File: config.mk
export PLATFORM = sky130hd
export DESIGN_NAME = ahb_svt_arbiter
export DESIGN_NICKNAME = d
export VERILOG_FILES = /design/src/rtl/ahb_svt_arbiter.sv
export SDC_FILE = /design/constraint.sdc
export NUM_CORES = 1
export LEC_CHECK = 0
export CORE_MARGIN = 2
export CORE_UTILIZATION = 30
export DETAILED_ROUTE_END_ITERATION = 10
export HOLD_SLACK_MARGIN = 0.15
export MAX_ROUTING_LAYER = met4
export PLACE_DENSITY = 0.65
export SYNTH_ARGS = -nofsm -noshare
export SYNTH_HDL_FRONTEND = slang
export SYNTH_SLANG_ARGS = --single-unit
File: constraint.sdc
create_clock -name hclk -period 2.04 [get_ports hclk]
set_clock_uncertainty 0.05 [all_clocks]
set_input_delay 0.612 -clock hclk [delete_from_list [all_inputs] [get_ports hclk]]
set_output_delay 0.612 -clock hclk [all_outputs]
set_load 0.005 [all_outputs]
File: src/rtl/ahb_svt_arbiter.sv
// Registered AHB-2 bus arbiter: round-robin over masters 1..NUM_MST-1 with master 0
// as the default owner, fixed-length burst protection, locked transfers and SPLIT masking.
module ahb_svt_arbiter #(
    parameter int unsigned NUM_MST   = 2,
    parameter int unsigned HMASTER_W = 4
) (
    input  logic                 hclk,
    input  logic                 hresetn,
    input  logic [NUM_MST-1:0]   hbusreq,
    input  logic [NUM_MST-1:0]   hlock,
    input  logic [1:0]           htrans,
    input  logic [2:0]           hburst,
    input  logic                 hready,
    input  logic [1:0]           hresp,
    input  logic [15:0]          hsplit,
    output logic [NUM_MST-1:0]   hgrant,
    output logic [HMASTER_W-1:0] hmaster,
    output logic                 hmastlock
);

    localparam int unsigned IdxW = $clog2(NUM_MST);

    localparam logic [1:0] TransBusy   = 2'd1;
    localparam logic [1:0] TransNonseq = 2'd2;
    localparam logic [1:0] TransSeq    = 2'd3;
    localparam logic [1:0] RespRetry   = 2'd2;
    localparam logic [1:0] RespSplit   = 2'd3;

    localparam logic [NUM_MST-1:0] GrantDefault = {{(NUM_MST-1){1'b0}}, 1'b1};

    typedef enum logic [1:0] {
        StFree,
        StBurst,
        StLocked
    } state_e;

    state_e               state_q, state_d;
    logic [3:0]           beats_left_q, beats_left_d;
    logic [IdxW-1:0]      last_owner_q, last_owner_d;
    logic [NUM_MST-1:0]   split_mask_q, split_mask_d;
    logic [NUM_MST-1:0]   grant_q, grant_d;
    logic [HMASTER_W-1:0] hmaster_q, hmaster_d;
    logic                 hmastlock_q, hmastlock_d;

    logic                 abort;
    logic                 arb;
    logic                 fixed_burst;
    logic [3:0]           burst_len;
    logic [NUM_MST-1:0]   split_set;
    logic [NUM_MST-1:0]   cand;
    logic [IdxW-1:0]      winner;
    logic [IdxW-1:0]      grant_idx;
    logic [IdxW-1:0]      owner_idx;

    // Round-robin pick among candidates, starting just after the last owner; 0 if none.
    function automatic logic [IdxW-1:0] rr_pick(input logic [NUM_MST-1:0] c,
                                                input logic [IdxW-1:0]    last);
        logic [IdxW-1:0] pick;
        logic            found;
        int unsigned     idx;
        pick  = '0;
        found = 1'b0;
        for (int unsigned k = 0; k < NUM_MST - 1; k++) begin
            idx = ((32'(last) + k) % (NUM_MST - 1)) + 1;
            if (!found && c[idx[IdxW-1:0]]) begin
                pick  = idx[IdxW-1:0];
                found = 1'b1;
            end
        end
        return pick;
    endfunction

    // One-hot to index; the grant vector is always exactly one-hot.
    function automatic logic [IdxW-1:0] oh2idx(input logic [NUM_MST-1:0] oh);
        logic [IdxW-1:0] r;
        r = '0;
        for (int unsigned i = 0; i < NUM_MST; i++) begin
            if (oh[i]) begin
                r = i[IdxW-1:0];
            end
        end
        return r;
    endfunction

    // Split mask update, candidate set and round-robin winner.
    always_comb begin
        // First cycle of a two-cycle RETRY/SPLIT response is the one with hready low.
        abort     = !hready && ((hresp == RespRetry) || (hresp == RespSplit));
        owner_idx = hmaster_q[IdxW-1:0];
        grant_idx = oh2idx(grant_q);

        split_set = '0;
        if (abort && (hresp == RespSplit) && (owner_idx != '0)) begin
            split_set[owner_idx] = 1'b1;
        end
        // Release wins over a same-cycle set of the same bit.
        split_mask_d    = (split_mask_q | split_set) & ~hsplit[NUM_MST-1:0];
        split_mask_d[0] = 1'b0;

        cand    = hbusreq & ~split_mask_d;
        cand[0] = 1'b0;
        winner  = rr_pick(cand, last_owner_q);

        fixed_burst = (hburst[2:1] != 2'b00);
        unique case (hburst[2:1])
            2'b01:   burst_len = 4'd3;
            2'b10:   burst_len = 4'd7;
            2'b11:   burst_len = 4'd15;
            default: burst_len = 4'd0;
        endcase
    end

    // Next-state: arbitration points, burst countdown and lock hold.
    always_comb begin
        state_d      = state_q;
        beats_left_d = beats_left_q;
        grant_d      = grant_q;
        last_owner_d = last_owner_q;
        arb          = 1'b0;

        if (abort) begin
            arb = 1'b1;
        end else if (hready) begin
            unique case (state_q)
                StFree: begin
                    if ((htrans == TransNonseq) && fixed_burst) begin
                        // Pin the grant on the master that started the burst.
                        state_d      = StBurst;
                        beats_left_d = burst_len;
                        grant_d      = GrantDefault << owner_idx;
                    end else begin
                        arb = 1'b1;
                    end
                end
                StBurst: begin
                    if (htrans == TransSeq) begin
                        if (beats_left_q <= 4'd1) begin
                            arb = 1'b1;
                        end else begin
                            beats_left_d = beats_left_q - 4'd1;
                        end
                    end
                end
                StLocked: begin
                    if (!hlock[grant_idx] && (htrans != TransSeq) && (htrans != TransBusy)) begin
                        arb = 1'b1;
                    end
                end
                default: begin
                    arb = 1'b1;
                end
            endcase
        end

        if (arb) begin
            grant_d      = GrantDefault << winner;
            last_owner_d = winner;
            beats_left_d = 4'd0;
            state_d      = (winner != '0 && hlock[winner]) ? StLocked : StFree;
        end
    end

    // Address-phase ownership follows the grant only on accepted cycles.
    always_comb begin
        hmaster_d   = hmaster_q;
        hmastlock_d = hmastlock_q;
        if (hready) begin
            hmaster_d   = HMASTER_W'(grant_idx);
            hmastlock_d = hlock[grant_idx];
        end
    end

    // State registers.
    always_ff @(posedge hclk or negedge hresetn) begin
        if (!hresetn) begin
            state_q      <= StFree;
            beats_left_q <= 4'd0;
            last_owner_q <= '0;
            split_mask_q <= '0;
            grant_q      <= GrantDefault;
            hmaster_q    <= '0;
            hmastlock_q  <= 1'b0;
        end else begin
            state_q      <= state_d;
            beats_left_q <= beats_left_d;
            last_owner_q <= last_owner_d;
            split_mask_q <= split_mask_d;
            grant_q      <= grant_d;
            hmaster_q    <= hmaster_d;
            hmastlock_q  <= hmastlock_d;
        end
    end

    assign hgrant    = grant_q;
    assign hmaster   = hmaster_q;
    assign hmastlock = hmastlock_q;

    logic unused_inputs;
    assign unused_inputs = ^{hsplit, hburst[0]};

endmodule

Word level (Yosys, flattened, before mapping). Cells that the tools add are included.

Magnitude comparators: 5. Equal/unequal tests: 15. Mux-type cells: 35. Shift-type cells: 2. Reductions and logical operators: 19. Bitwise operators: 5. Add/subtract/negate cells: 1.

Operator list (number): $mux 2 (12); $mux 4 (6); $eq 2x2->1 const B (7); $mux 1 (13); $pmux 4 s3 (1); $ne 3x3->1 const B (3); $logic_and 1x1->1 (8); $pmux 4 s2 (1); $reduce_bool 2->1 (4); $lt 1x2->1 const B (3); $reduce_and 6->1 (1); $and 2x2->2 (2); $eq 2x1->1 const B (2); $le 4x1->1 const B (1); $ne 2x1->1 const B (2); $not 2->2 (2); $reduce_and 4->1 (1); $shl 1x1->2 const A (2); $sub 4x1->4 const B (1); $pmux 1 s3 (1); $reduce_bool 3->1 (1); $logic_not 1->1 (2); $logic_not 2->1 (1); $ne 2x2->1 const B (1); 4 further kinds (4).

Output and inout port bits: 7. Bits of input ports: 30. Logic and storage cells: 88. Flip-flop bits (word level): 11.

Logic depth before layout (Yosys ltp). Gate-level depths: netlist (run 1).

Depth after elaboration: 16. Gate-level depth with buffers: 6. Gate-level depth less buffers: 6.

Worst setup path before layout (run 1). OpenSTA, ideal clock, no wires.

Path kind: register -> register. From: register beats_left_q[0]. To: register state_q[1]. Clock period less this slack: 1.925 ns. Buffers on the path: 0. Path slack: 0.115 ns. Required time: 1.865 ns. Arrival: 1.750 ns. Library setup time: 0.125 ns. Cell stages (with the launch flop): 7. Cell sequence: dfrtp_1 > inv_1 > ha_1 > nor2_1 > or4_4 > a31oi_4 > mux2_4.

Longest elaborated chain between the ends: 8. Elaborated cells between the ends (all ways): 12. Classes of those cells: 1 x order compare; 1 x eq/ne; 6 x mux; 4 x reduce/logical.

Ends and longest elaborated chain: start: declaration (line 38) `logic [3:0] beats_left_q, beats_left_d;`; start signal: assignment (line 185) `beats_left_q <= beats_left_d;`; $le 4x1->1 (*) (line 137) `if (beats_left_q <= 4'd1) begin`; $mux 1 (*) (line 137); $mux 1 (*) (line 136) `if (htrans == TransSeq) begin`; $pmux 1 s3 (*) (line 124) `unique case (state_q)`; $mux 1 (*) (line 123) `end else if (hready) begin`; $mux 1 (*) (line 121) `if (abort) begin`; $ne 2x1->1 (no source line) / $reduce_bool 2->1 (equally long branches); $reduce_and 4->1 (no source line); end signal: assignment (line 176) `state_q <= StFree;`; end signal: assignment (line 184) `state_q <= state_d;`; end: declaration (line 37) `state_e state_q, state_d;`.

Every way passes the cells marked *; elsewhere a longest branch is shown, timed or not. A chain may end at the register's enable or synchronous reset.

Final worst setup path (run 1).
From: input port hburst[2]. To: register beats_left_q[1].

Longest elaborated chain between the ends: 8. Elaborated cells between the ends (all ways): 22. Classes of those cells: 7 x eq/ne; 10 x mux; 5 x reduce/logical.

Ends and longest elaborated chain: start: declaration (line 12) `input logic [2:0] hburst,`; $reduce_bool 2->1 (line 104) `fixed_burst = (hburst[2:1] != 2'b00);`; $logic_and 1x1->1 (line 126) `if ((htrans == TransNonseq) && fixed_burst) begin`; $mux 1 (line 126); $pmux 1 s3 (line 124); $mux 1 (line 123); $mux 1 (line 121); $ne 3x3->1 (no source line) (tied with other cells); $reduce_and 6->1 (no source line).

Several ways; a longest one is shown, not always the timed one. The select of a mux whose other input is x is not followed.

==> report_table.html, run 1 <==
<table>
<tr><th>Metric</th><th>Value</th></tr>
<tr><th colspan="2">Global route</th></tr>
<tr><td>Pin count of the biggest net entering global routing</td><td>12</td></tr>
<tr><td>Global-route wire length before repair</td><td>2.898 mm</td></tr>
<tr><td>Combined global-route utilization of all metal layers</td><td>14.34%</td></tr>
<tr><td>Global-route congestion overflow total</td><td>0</td></tr>
<tr><td>Antenna violations before repair</td><td>0</td></tr>
<tr><td>Number of global-route vias before repair</td><td>638</td></tr>
<tr><th colspan="2">STA</th></tr>
<tr><td>Clock period minus worst slack</td><td>2.032 ns</td></tr>
<tr><td>Count of endpoints failing hold in the final timing report</td><td>0</td></tr>
<tr><td>Worst Hold Slack</td><td>0.4825 ns</td></tr>
<tr><td>Fmax</td><td>492.1 MHz</td></tr>
<tr><td>Max-slew violations</td><td>0</td></tr>
<tr><td>Transition at the pin with the smallest max-transition slack</td><td>0.5087 ns</td></tr>
<tr><td>Max-Slew Margin vs Limit</td><td>65.98%</td></tr>
<tr><td>Setup TNS</td><td>0 ns</td></tr>
<tr><td>Setup-violating endpoint count in the final report</td><td>0</td></tr>
<tr><td>Final Cycle Share</td><td>99.62%</td></tr>
<tr><td>Setup repair after global routing missed its margin</td><td>no</td></tr>
<tr><th colspan="2">Clock tree</th></tr>
<tr><td>Clock transition at the register clock pins on the worst setup and hold paths after CTS</td><td>0.07 ns</td></tr>
<tr><td>Clock Root Buffer</td><td>sky130_fd_sc_hd__clkbuf_4</td></tr>
<tr><td>Insertion delay to the later sink of the worst-skew pair</td><td>0.27 ns</td></tr>
<tr><td>Number of levels in the clock H-tree</td><td>1</td></tr>
<tr><td>CTS max path bufs</td><td>2</td></tr>
<tr><td>TritonCTS clock tree</td><td>done</td></tr>
<tr><td>Number of buffers added by the clock tree synthesis step</td><td>3</td></tr>
<tr><td>Clk sink count</td><td>11</td></tr>
<tr><td>Hold Buf Count CTS</td><td>0</td></tr>
<tr><th colspan="2">Die</th></tr>
<tr><td># rows</td><td>18</td></tr>
<tr><td>Number of primary I/O pins</td><td>37</td></tr>
<tr><td>Die H</td><td>54.89 um</td></tr>
<tr><td>Starting utilization of the core area</td><td>31.65%</td></tr>
<tr><td>Total core area</td><td>2455 sq um</td></tr>
<tr><td>Width of the die</td><td>54.89 um</td></tr>
<tr><td>Die Area</td><td>3013 sq um</td></tr>
<tr><th colspan="2">Synthesis</th></tr>
<tr><td>Synth Warn #</td><td>0</td></tr>
<tr><td>Proportion of netlist area held by the largest area contributor</td><td>32.21%</td></tr>
<tr><td>EDFF count, synth</td><td>0</td></tr>
<tr><td>Cell area after technology mapping</td><td>777.0 sq um</td></tr>
<tr><td>Sequential cell area fraction in the yosys report</td><td>35.59%</td></tr>
<tr><td>Flip-flop and latch count after synthesis</td><td>11</td></tr>
<tr><td>Average cell area after synthesis</td><td>10.09 sq um</td></tr>
<tr><td>Number of distinct standard cells referenced by the synthesized netlist</td><td>38</td></tr>
<tr><td>Ys flop type</td><td>sky130_fd_sc_hd__dfrtp_1</td></tr>
<tr><td>Top cells by area in the synthesized netlist</td><td>sky130_fd_sc_hd__dfrtp_1 (32%), sky130_fd_sc_hd__buf_4 (3.9%), sky130_fd_sc_hd__dfstp_2 (3.4%), sky130_fd_sc_hd__ha_1 (3.2%), sky130_fd_sc_hd__buf_6 (2.9%)</td></tr>
<tr><td>Post-synth top area cell</td><td>sky130_fd_sc_hd__dfrtp_1</td></tr>
<tr><td>Cell count after synthesis</td><td>77</td></tr>
<tr><td>Ys async rst share</td><td>100.0%</td></tr>
<tr><th colspan="2">Final layout</th></tr>
<tr><td>Ratio of cells with drive above 1 in the final layout</td><td>25.96%</td></tr>
<tr><td>Post-route cell area</td><td>1039 sq um</td></tr>
<tr><td>Antenna diodes</td><td>0</td></tr>
<tr><td>Final core utilization</td><td>42.30%</td></tr>
<tr><td>Nets@finish</td><td>137</td></tr>
<tr><td>Total of fill cells in the finished design</td><td>266</td></tr>
<tr><td>Layout Area Growth over Synthesis</td><td>33.66%</td></tr>
<tr><th colspan="2">Route</th></tr>
<tr><td>Initial drt markers</td><td>19</td></tr>
<tr><td>Average routed wire per standard cell</td><td>13.63 um</td></tr>
<tr><td>Routed WL</td><td>1.827 mm</td></tr>
<tr><td>First-pass iteration count of the detailed router</td><td>4</td></tr>
<tr><td>Residual DRC</td><td>0</td></tr>
<tr><td>Antenna-violating nets left</td><td>0</td></tr>
<tr><td>Overall via count from detail_route</td><td>705</td></tr>
<tr><td>Vias per Instance</td><td>5.261</td></tr>
<tr><th colspan="2">Power and ir drop</th></tr>
<tr><td>Maximum vdd drop</td><td>438.1 uV</td></tr>
<tr><td>Switch Pwr</td><td>0.1743 mW</td></tr>
<tr><td>Leak pwr</td><td>0.4689 nW</td></tr>
<tr><td>Total internal power</td><td>0.4234 mW</td></tr>
<tr><td>Share of total power consumed by net switching</td><td>29.17%</td></tr>
<tr><td>Share of total power in sequential cells</td><td>44.9%</td></tr>
<tr><td>PD cells</td><td>575.5 nW/um^2</td></tr>
<tr><td>Comb pwr share</td><td>29.2%</td></tr>
<tr><td>Power share of the clock group</td><td>25.9%</td></tr>
<tr><th colspan="2">Critical path</th></tr>
<tr><td>Crit path capture type</td><td>register</td></tr>
<tr><td>Largest fanout on the critical path</td><td>5</td></tr>
<tr><td>FF-to-FF Start</td><td>beats_left_q[1]$_DFFE_PN0P_</td></tr>
<tr><td>Top Family by Delay on Critical Path</td><td>compound AO/OA/AOI/OAI gates</td></tr>
<tr><td>Path depth of the worst reg2reg path</td><td>6</td></tr>
<tr><td>Delay of the slowest cell on the worst path</td><td>0.53 ns</td></tr>
<tr><td>Worst Setup Start Kind</td><td>input pin</td></tr>
<tr><td>Crit path buffers/inverters</td><td>1</td></tr>
<tr><td>Cells along the critical path</td><td>clkdlybuf4s50_1, o211ai_4, or4_4, a221o_1, a21oi_2</td></tr>
<tr><td>Slowest CP cell</td><td>sky130_fd_sc_hd__clkdlybuf4s50_1</td></tr>
<tr><td>Setup slack of the worst register-to-register path</td><td>0.08 ns</td></tr>
<tr><td>Critical path arrival</td><td>2.19 ns</td></tr>
<tr><td>Data required time of the worst path</td><td>2.20 ns</td></tr>
<tr><td>Critical path class</td><td>in -&gt; reg</td></tr>
<tr><td>Endpoint of the most critical register-to-register path</td><td>state_q[1]$_DFFE_PN0P_</td></tr>
<tr><th colspan="2">Placed design</th></tr>
<tr><td>Cell area reported after detailed placement</td><td>1007 sq um</td></tr>
<tr><td>Routability-driven placement congestion ratio</td><td>0.8775</td></tr>
<tr><td>Count of input and output buffers</td><td>16</td></tr>
<tr><td>Placed wire-length estimate</td><td>1.429 mm</td></tr>
<tr><th colspan="2">Worst hold path</th></tr>
<tr><td>Cells on Worst Hold Path</td><td>2</td></tr>
<tr><td>Type of the worst min-delay path</td><td>reg -&gt; reg</td></tr>
<tr><td>Source of the worst hold timing path</td><td>split_mask_q[1]$_DFF_PN0_</td></tr>
<tr><td>Sink of the worst hold path</td><td>split_mask_q[1]$_DFF_PN0_</td></tr>
<tr><th colspan="2">Outcome</th></tr>
<tr><td>Run status</td><td>completed</td></tr>
<tr><th colspan="2">Flow run</th></tr>
<tr><td># Max-Cap Violations</td><td>0</td></tr>
</table>
power groups by stage:
stage / Combinational [mW] / Sequential (mW) / Clock, mW
after floorplan: 0.0954 / 0.266 / 0
after global placement: 0.172 / 0.271 / 0
after detailed placement: 0.176 / 0.274 / 0
after CTS: 0.174 / 0.269 / 0.164
after global routing: 0.192 / 0.272 / 0.174
final: 0.174 / 0.268 / 0.155
what timing repair did:
action	4_1_cts	5_1_grt
resized for setup	4	1
endpoints found under the setup margin	4	2
setup buffers	0	1
kinds of logic after synthesis:
kind of cell / count (synthesis) / synth area share, %
mux: 5 / 7.407
buf+inv: 11 / 9.339
compound gates: 21 / 23.67
simple gates: 26 / 20.29
other cells: 1 / 0.4826
flops: 11 / 35.59
fa+ha+maj: 2 / 3.220
routing by layer:
| metal | track usage (%) | part of all wire, % | vias up |
|---|---|---|---|
| met5 | - | 0 | - |
| met4 | 3.659 | 0 | 0 |
| met3 | 5.108 | 9.2 | 0 |
| met2 | 24.60 | 48 | 26 |
| met1 | 15.81 | 43 | 338 |
| li1 | - | - | 341 |
cell type report:
| class | count | area [sq um] | share of cell area, % |
|---|---|---|---|
| well taps | 30 | 37.54 | 3.614 |
| inverters | 4 | 15.01 | 1.446 |
| multi-input cells | 57 | 437.9 | 42.17 |
| flip-flops and latches | 11 | 276.5 | 26.63 |
| clock buffers | 4 | 26.28 | 2.530 |
| repair buffers | 28 | 245.2 | 23.61 |
how the worst max path moves through the flow:
stage	from	depth (start not counted)	to	slack (ns)
after floorplan	beats_left_q[0]$_DFFE_PN0P_	6	state_q[1]$_DFFE_PN0P_	0.12
after global placement	htrans[1]	5	state_q[1]$_DFFE_PN0P_	-0.33
after detailed placement	htrans[1]	5	state_q[1]$_DFFE_PN0P_	-0.35
after CTS	hburst[2]	5	beats_left_q[1]$_DFFE_PN0P_	0.02
after global routing	hburst[2]	5	beats_left_q[1]$_DFFE_PN0P_	0.007
final	hburst[2]	5	beats_left_q[1]$_DFFE_PN0P_	0.008
worst register-to-register path, stage by stage (launching register included):
cell and delay, ns:
sky130_fd_sc_hd__dfrtp_1 0.40, sky130_fd_sc_hd__inv_1 0.11, sky130_fd_sc_hd__ha_2 0.20, sky130_fd_sc_hd__nor2_1 0.07, sky130_fd_sc_hd__or4_4 0.51, sky130_fd_sc_hd__a31oi_4 0.19
sky130_fd_sc_hd__mux2_4 0.31
through the flow:
stage,std cells,power (mW),setup WS [ns]
after floorplan,79,0.3611,0.1155
after global placement,129,0.4437,-0.3326
after detailed placement,129,0.4491,-0.3470
after CTS,133,0.6069,0.01685
after global routing,134,0.6388,0.007133
final,134,0.5977,0.007822
registers in the layout (all words and copies together) (netlist names):
| register | cells |
|---|---|
| hmastlock | 1 |
| split_mask_q | 1 |
| hmaster | 1 |
| state_q | 2 |
| hgrant | 2 |
| beats_left_q | 4 |
cells in the final DEF (no fill, tap or decap), drive strengths merged:
cell type,count
buf,12
nor4,1
clkbuf,4
clkdlybuf4s50,12
nand3,5
o21ai,2
o211ai,1
and3,3
o21a,1
conb,3
and4b,1
a21oi,4
nand3b,1
mux2i,2
nor2,5
a22oi,1
a221o,1
nand2,3
mux2,3
o221a,1
inv,4
or4,3
o21bai,2
nor3,1
o221ai,1
a31oi,4
nor2b,3
o311ai,1
o311a,2
dfrtp,10
dfstp,1
dlygate4sd2,4
ha,2
cell usage after synthesis, drive strengths merged, types with 3 or more instances:
cell   number
nand3       5
a31oi       4
nor2b       3
or4         3
nand2       3
and3        3
mux2        3
buf         7
dfrtp      10
a21oi       4
nor2        5
inv         4
(Power assumes the default switching activity.)
==> run 2, diff against run 1 <==
CELL_PAD_IN_SITES_DETAIL_PLACEMENT = 0   (was default)
CELL_PAD_IN_SITES_GLOBAL_PLACEMENT = 1   (was default)
CORE_MARGIN = 4   (was 2)
CORE_UTILIZATION = 26   (was 30)
PLACE_DENSITY = 0.75   (was 0.65)
==> report_table.html, run 2 (same netlist as run 1, synthesis figures left out) <==
<table>
<tr><th>Metric</th><th>Value</th></tr>
<tr><th colspan="2">Outcome</th></tr>
<tr><td>Run status</td><td>completed (unchanged)</td></tr>
<tr><th colspan="2">Clock tree</th></tr>
<tr><td>Clock transition at the register clock pins on the worst setup and hold paths after CTS</td><td>0.07 ns (about the same)</td></tr>
<tr><td>Number of levels in the clock H-tree</td><td>1 (unchanged)</td></tr>
<tr><td>Clk sink count</td><td>11 (unchanged)</td></tr>
<tr><td>CTS max path bufs</td><td>2 (unchanged)</td></tr>
<tr><td>Hold Buf Count CTS</td><td>0 (unchanged)</td></tr>
<tr><td>TritonCTS clock tree</td><td>done (unchanged)</td></tr>
<tr><td>Number of buffers added by the clock tree synthesis step</td><td>3 (unchanged)</td></tr>
<tr><td>Clock Root Buffer</td><td>sky130_fd_sc_hd__clkbuf_4 (unchanged)</td></tr>
<tr><td>Insertion delay to the later sink of the worst-skew pair</td><td>0.27 ns (about the same)</td></tr>
<tr><th colspan="2">Power and ir drop</th></tr>
<tr><td>Total Power</td><td>0.5926 mW (was 0.5977 mW)</td></tr>
<tr><td>Share of total power consumed by net switching</td><td>28.25% (was 29.17%)</td></tr>
<tr><td>Power share of the clock group</td><td>25.0% (was 25.9%)</td></tr>
<tr><td>PD cells</td><td>561.2 nW/um^2 (was 575.5 nW/um^2)</td></tr>
<tr><td>Switch Pwr</td><td>0.1674 mW (was 0.1743 mW)</td></tr>
<tr><td>Total internal power</td><td>0.4252 mW (was 0.4234 mW)</td></tr>
<tr><td>Comb pwr share</td><td>29.7% (was 29.2%)</td></tr>
<tr><td>Leak pwr</td><td>0.4758 nW (was 0.4689 nW)</td></tr>
<tr><td>Share of total power in sequential cells</td><td>45.3% (was 44.9%)</td></tr>
<tr><td>Maximum vdd drop</td><td>157.7 uV (was 438.1 uV)</td></tr>
<tr><th colspan="2">STA</th></tr>
<tr><td>Setup repair after global routing missed its margin</td><td>no (unchanged)</td></tr>
<tr><td>Worst-case setup margin in the final layout</td><td>0.03003 ns (was 0.007822 ns)</td></tr>
<tr><td>Max-slew violations</td><td>0 (unchanged)</td></tr>
<tr><td>Final Cycle Share</td><td>98.53% (was 99.62%)</td></tr>
<tr><td>Count of endpoints failing hold in the final timing report</td><td>0 (unchanged)</td></tr>
<tr><td>Clock period minus worst slack</td><td>2.010 ns (was 2.032 ns)</td></tr>
<tr><td>Fmax</td><td>497.5 MHz (was 492.1 MHz)</td></tr>
<tr><td>Setup-violating endpoint count in the final report</td><td>0 (unchanged)</td></tr>
<tr><th colspan="2">Final layout</th></tr>
<tr><td>Number of flip-flops under the largest register name</td><td>4 (unchanged)</td></tr>
<tr><td>Antenna diodes</td><td>0 (unchanged)</td></tr>
<tr><td>Commonest cells after routing, fill and taps aside</td><td>sky130_fd_sc_hd__clkdlybuf4s50_1 (13), sky130_fd_sc_hd__buf_4 (13), sky130_fd_sc_hd__dfrtp_1 (10) (was sky130_fd_sc_hd__clkdlybuf4s50_1 (12), sky130_fd_sc_hd__buf_4 (12), sky130_fd_sc_hd__dfrtp_1 (10))</td></tr>
<tr><td>Ratio of cells with drive above 1 in the final layout</td><td>28.57% (was 25.96%)</td></tr>
<tr><td>Register ranked first by flip-flop count</td><td>beats_left_q (unchanged)</td></tr>
<tr><td>Final core utilization</td><td>37.65% (was 42.30%)</td></tr>
<tr><td>Nets@finish</td><td>138 (was 137)</td></tr>
<tr><td>Layout Area Growth over Synthesis</td><td>35.91% (was 33.66%)</td></tr>
<tr><th colspan="2">Route</th></tr>
<tr><td>First-pass iteration count of the detailed router</td><td>4 (unchanged)</td></tr>
<tr><td>Vias per Instance</td><td>5.110 (was 5.261)</td></tr>
<tr><td>Antenna-violating nets left</td><td>0 (unchanged)</td></tr>
<tr><td>Overall via count from detail_route</td><td>695 (was 705)</td></tr>
<tr><td>Initial drt markers</td><td>43 (was 19)</td></tr>
<tr><td>Routed WL</td><td>1.799 mm (was 1.827 mm)</td></tr>
<tr><td>Average routed wire per standard cell</td><td>13.23 um (was 13.63 um)</td></tr>
<tr><td>Residual DRC</td><td>0 (unchanged)</td></tr>
<tr><th colspan="2">Die</th></tr>
<tr><td>Total core area</td><td>2805 sq um (was 2455 sq um)</td></tr>
<tr><td>Die Area</td><td>3927 sq um (was 3013 sq um)</td></tr>
<tr><td>Number of primary I/O pins</td><td>37 (unchanged)</td></tr>
<tr><td>Starting utilization of the core area</td><td>27.70% (was 31.65%)</td></tr>
<tr><td># rows</td><td>19 (was 18)</td></tr>
<tr><td>Die H</td><td>62.67 um (was 54.89 um)</td></tr>
<tr><td>Width of the die</td><td>62.67 um (was 54.89 um)</td></tr>
<tr><th colspan="2">Global route</th></tr>
<tr><td>Antenna violations before repair</td><td>0 (unchanged)</td></tr>
<tr><td>Met2 routing resource usage after global routing</td><td>14.78% (was 24.60%)</td></tr>
<tr><td>Global-route wire length before repair</td><td>2.932 mm (was 2.898 mm)</td></tr>
<tr><td>Global-route met1 utilization</td><td>10.65% (was 15.81%)</td></tr>
<tr><td>Pin count of the biggest net entering global routing</td><td>12 (unchanged)</td></tr>
<tr><td>Number of global-route vias before repair</td><td>651 (was 638)</td></tr>
<tr><td>Combined global-route utilization of all metal layers</td><td>9.376% (was 14.34%)</td></tr>
<tr><td>Global-route congestion overflow total</td><td>0 (unchanged)</td></tr>
<tr><td>Most crowded layer after global routing</td><td>met2 (unchanged)</td></tr>
<tr><td>Grt met3 use</td><td>5.036% (was 5.108%)</td></tr>
<tr><th colspan="2">Critical path</th></tr>
<tr><td>Critical path arrival</td><td>2.16 ns (was 2.19 ns)</td></tr>
<tr><td>Crit path capture type</td><td>register (unchanged)</td></tr>
<tr><td>Data required time of the worst path</td><td>2.19 ns (was 2.20 ns)</td></tr>
<tr><td>Delay of the slowest cell on the worst path</td><td>0.53 ns (about the same)</td></tr>
<tr><td>Cells along the critical path</td><td>clkdlybuf4s50_1, o211ai_4, or4_4, a221o_1, a21oi_2 (unchanged)</td></tr>
<tr><td>Largest fanout on the critical path</td><td>2 (was 5)</td></tr>
<tr><td>Critical path class</td><td>in -&gt; reg (unchanged)</td></tr>
<tr><td>Worst Setup Start Kind</td><td>input pin (unchanged)</td></tr>
<tr><td>Slowest CP cell</td><td>sky130_fd_sc_hd__clkdlybuf4s50_1 (unchanged)</td></tr>
<tr><th colspan="2">Placed design</th></tr>
<tr><td>Count of input and output buffers</td><td>16 (unchanged)</td></tr>
<tr><td>Routability-driven placement congestion ratio</td><td>0.8449 (was 0.8775)</td></tr>
<tr><td>Setup slack after placement</td><td>-0.3596 ns (was -0.3470 ns)</td></tr>
<tr><td>Placed wire-length estimate</td><td>1.383 mm (was 1.429 mm)</td></tr>
<tr><th colspan="2">Flow run</th></tr>
<tr><td># Max-Cap Violations</td><td>0 (unchanged)</td></tr>
<tr><th colspan="2">Worst hold path</th></tr>
<tr><td>Type of the worst min-delay path</td><td>reg -&gt; reg (unchanged)</td></tr>
</table>
## run 2: cell count changes in the layout (fill, tap and decap cells not counted), sizes merged
cell	before	now
dlygate4sd2	4	2
buf	12	13
clkdlybuf4s50	12	13
dlymetal6s2s	0	1
## run 2: repair_timing
action,CTS,global route
pin swaps,1,0
endpoints found under the setup margin,1,4
resized for setup,2,4
setup buffers,0,1
## run 2: worst paths after layout
kind | start | to | slack (ns) | cells past startpoint
setup / recovery | hburst[2] | beats_left_q[1]$_DFFE_PN0P_ | 0.03 | 5
hold / removal | split_mask_q[1]$_DFF_PN0_ | split_mask_q[1]$_DFF_PN0_ | 0.45 | 2
setup reg to reg | beats_left_q[0]$_DFFE_PN0P_ | state_q[1]$_DFFE_PN0P_ | 0.07 | 6
hold reg to reg | split_mask_q[1]$_DFF_PN0_ | split_mask_q[1]$_DFF_PN0_ | 0.45 | 2
max in group asynchronous | hresetn | hgrant[0]$_DFFE_PN1P_ | 0.96 | 1
min in group asynchronous | hresetn | hmastlock$_DFFE_PN0P_ | 0.62 | 1
## run 2: power by group through the flow
stage | clock network [mW] | logic (mW) | registers [mW]
floorplan | 0 | 0.0954 | 0.266
global placement | 0 | 0.174 | 0.272
detailed placement | 0 | 0.176 | 0.272
CTS | 0.154 | 0.174 | 0.268
global route | 0.162 | 0.190 | 0.274
finish | 0.148 | 0.176 | 0.269
## run 2: through the flow
| step | TNS (ns) | std cells | area (sq um) | hold slack [ns] |
|---|---|---|---|---|
| final | 0 | 136 | 1056 | 0.4508 |
| after floorplan | 0 | 79 | 784.5 | 0.2664 |
| after global routing | 0 | 136 | 1056 | 0.4780 |
| after detailed placement | -2.210 | 131 | 1016 | 0.4520 |
| after global placement | -2.137 | 131 | 1016 | 0.4485 |
| after CTS | 0 | 135 | 1040 | 0.4718 |
## run 2: cell type report
class / instances / area (sq um)
timing repair buffer: 29 / 257.7
sequential: 11 / 276.5
tap: 31 / 38.79
inverter: 4 / 15.01
fill: 299 / 1749
multi-input combinational: 57 / 441.7
clock buffer: 4 / 26.28
## run 2: critical path: cells and delay by family
kind | cells | cell delay [ns]
compound gates | 3 | 0.58
simple gates | 1 | 0.44
buf+inv | 1 | 0.53
## run 2: metal layers
metal,share of wire [%],wire [um]
met5,0,0
met4,0.33,6
met3,10,183
met2,46,828
met1,43,781
==> run 3, diff against run 2 <==
CAP_MARGIN = 5   (was default)
==> results of run 3 <==
The final DEF is identical to that of run 2; final timing and power are the same.
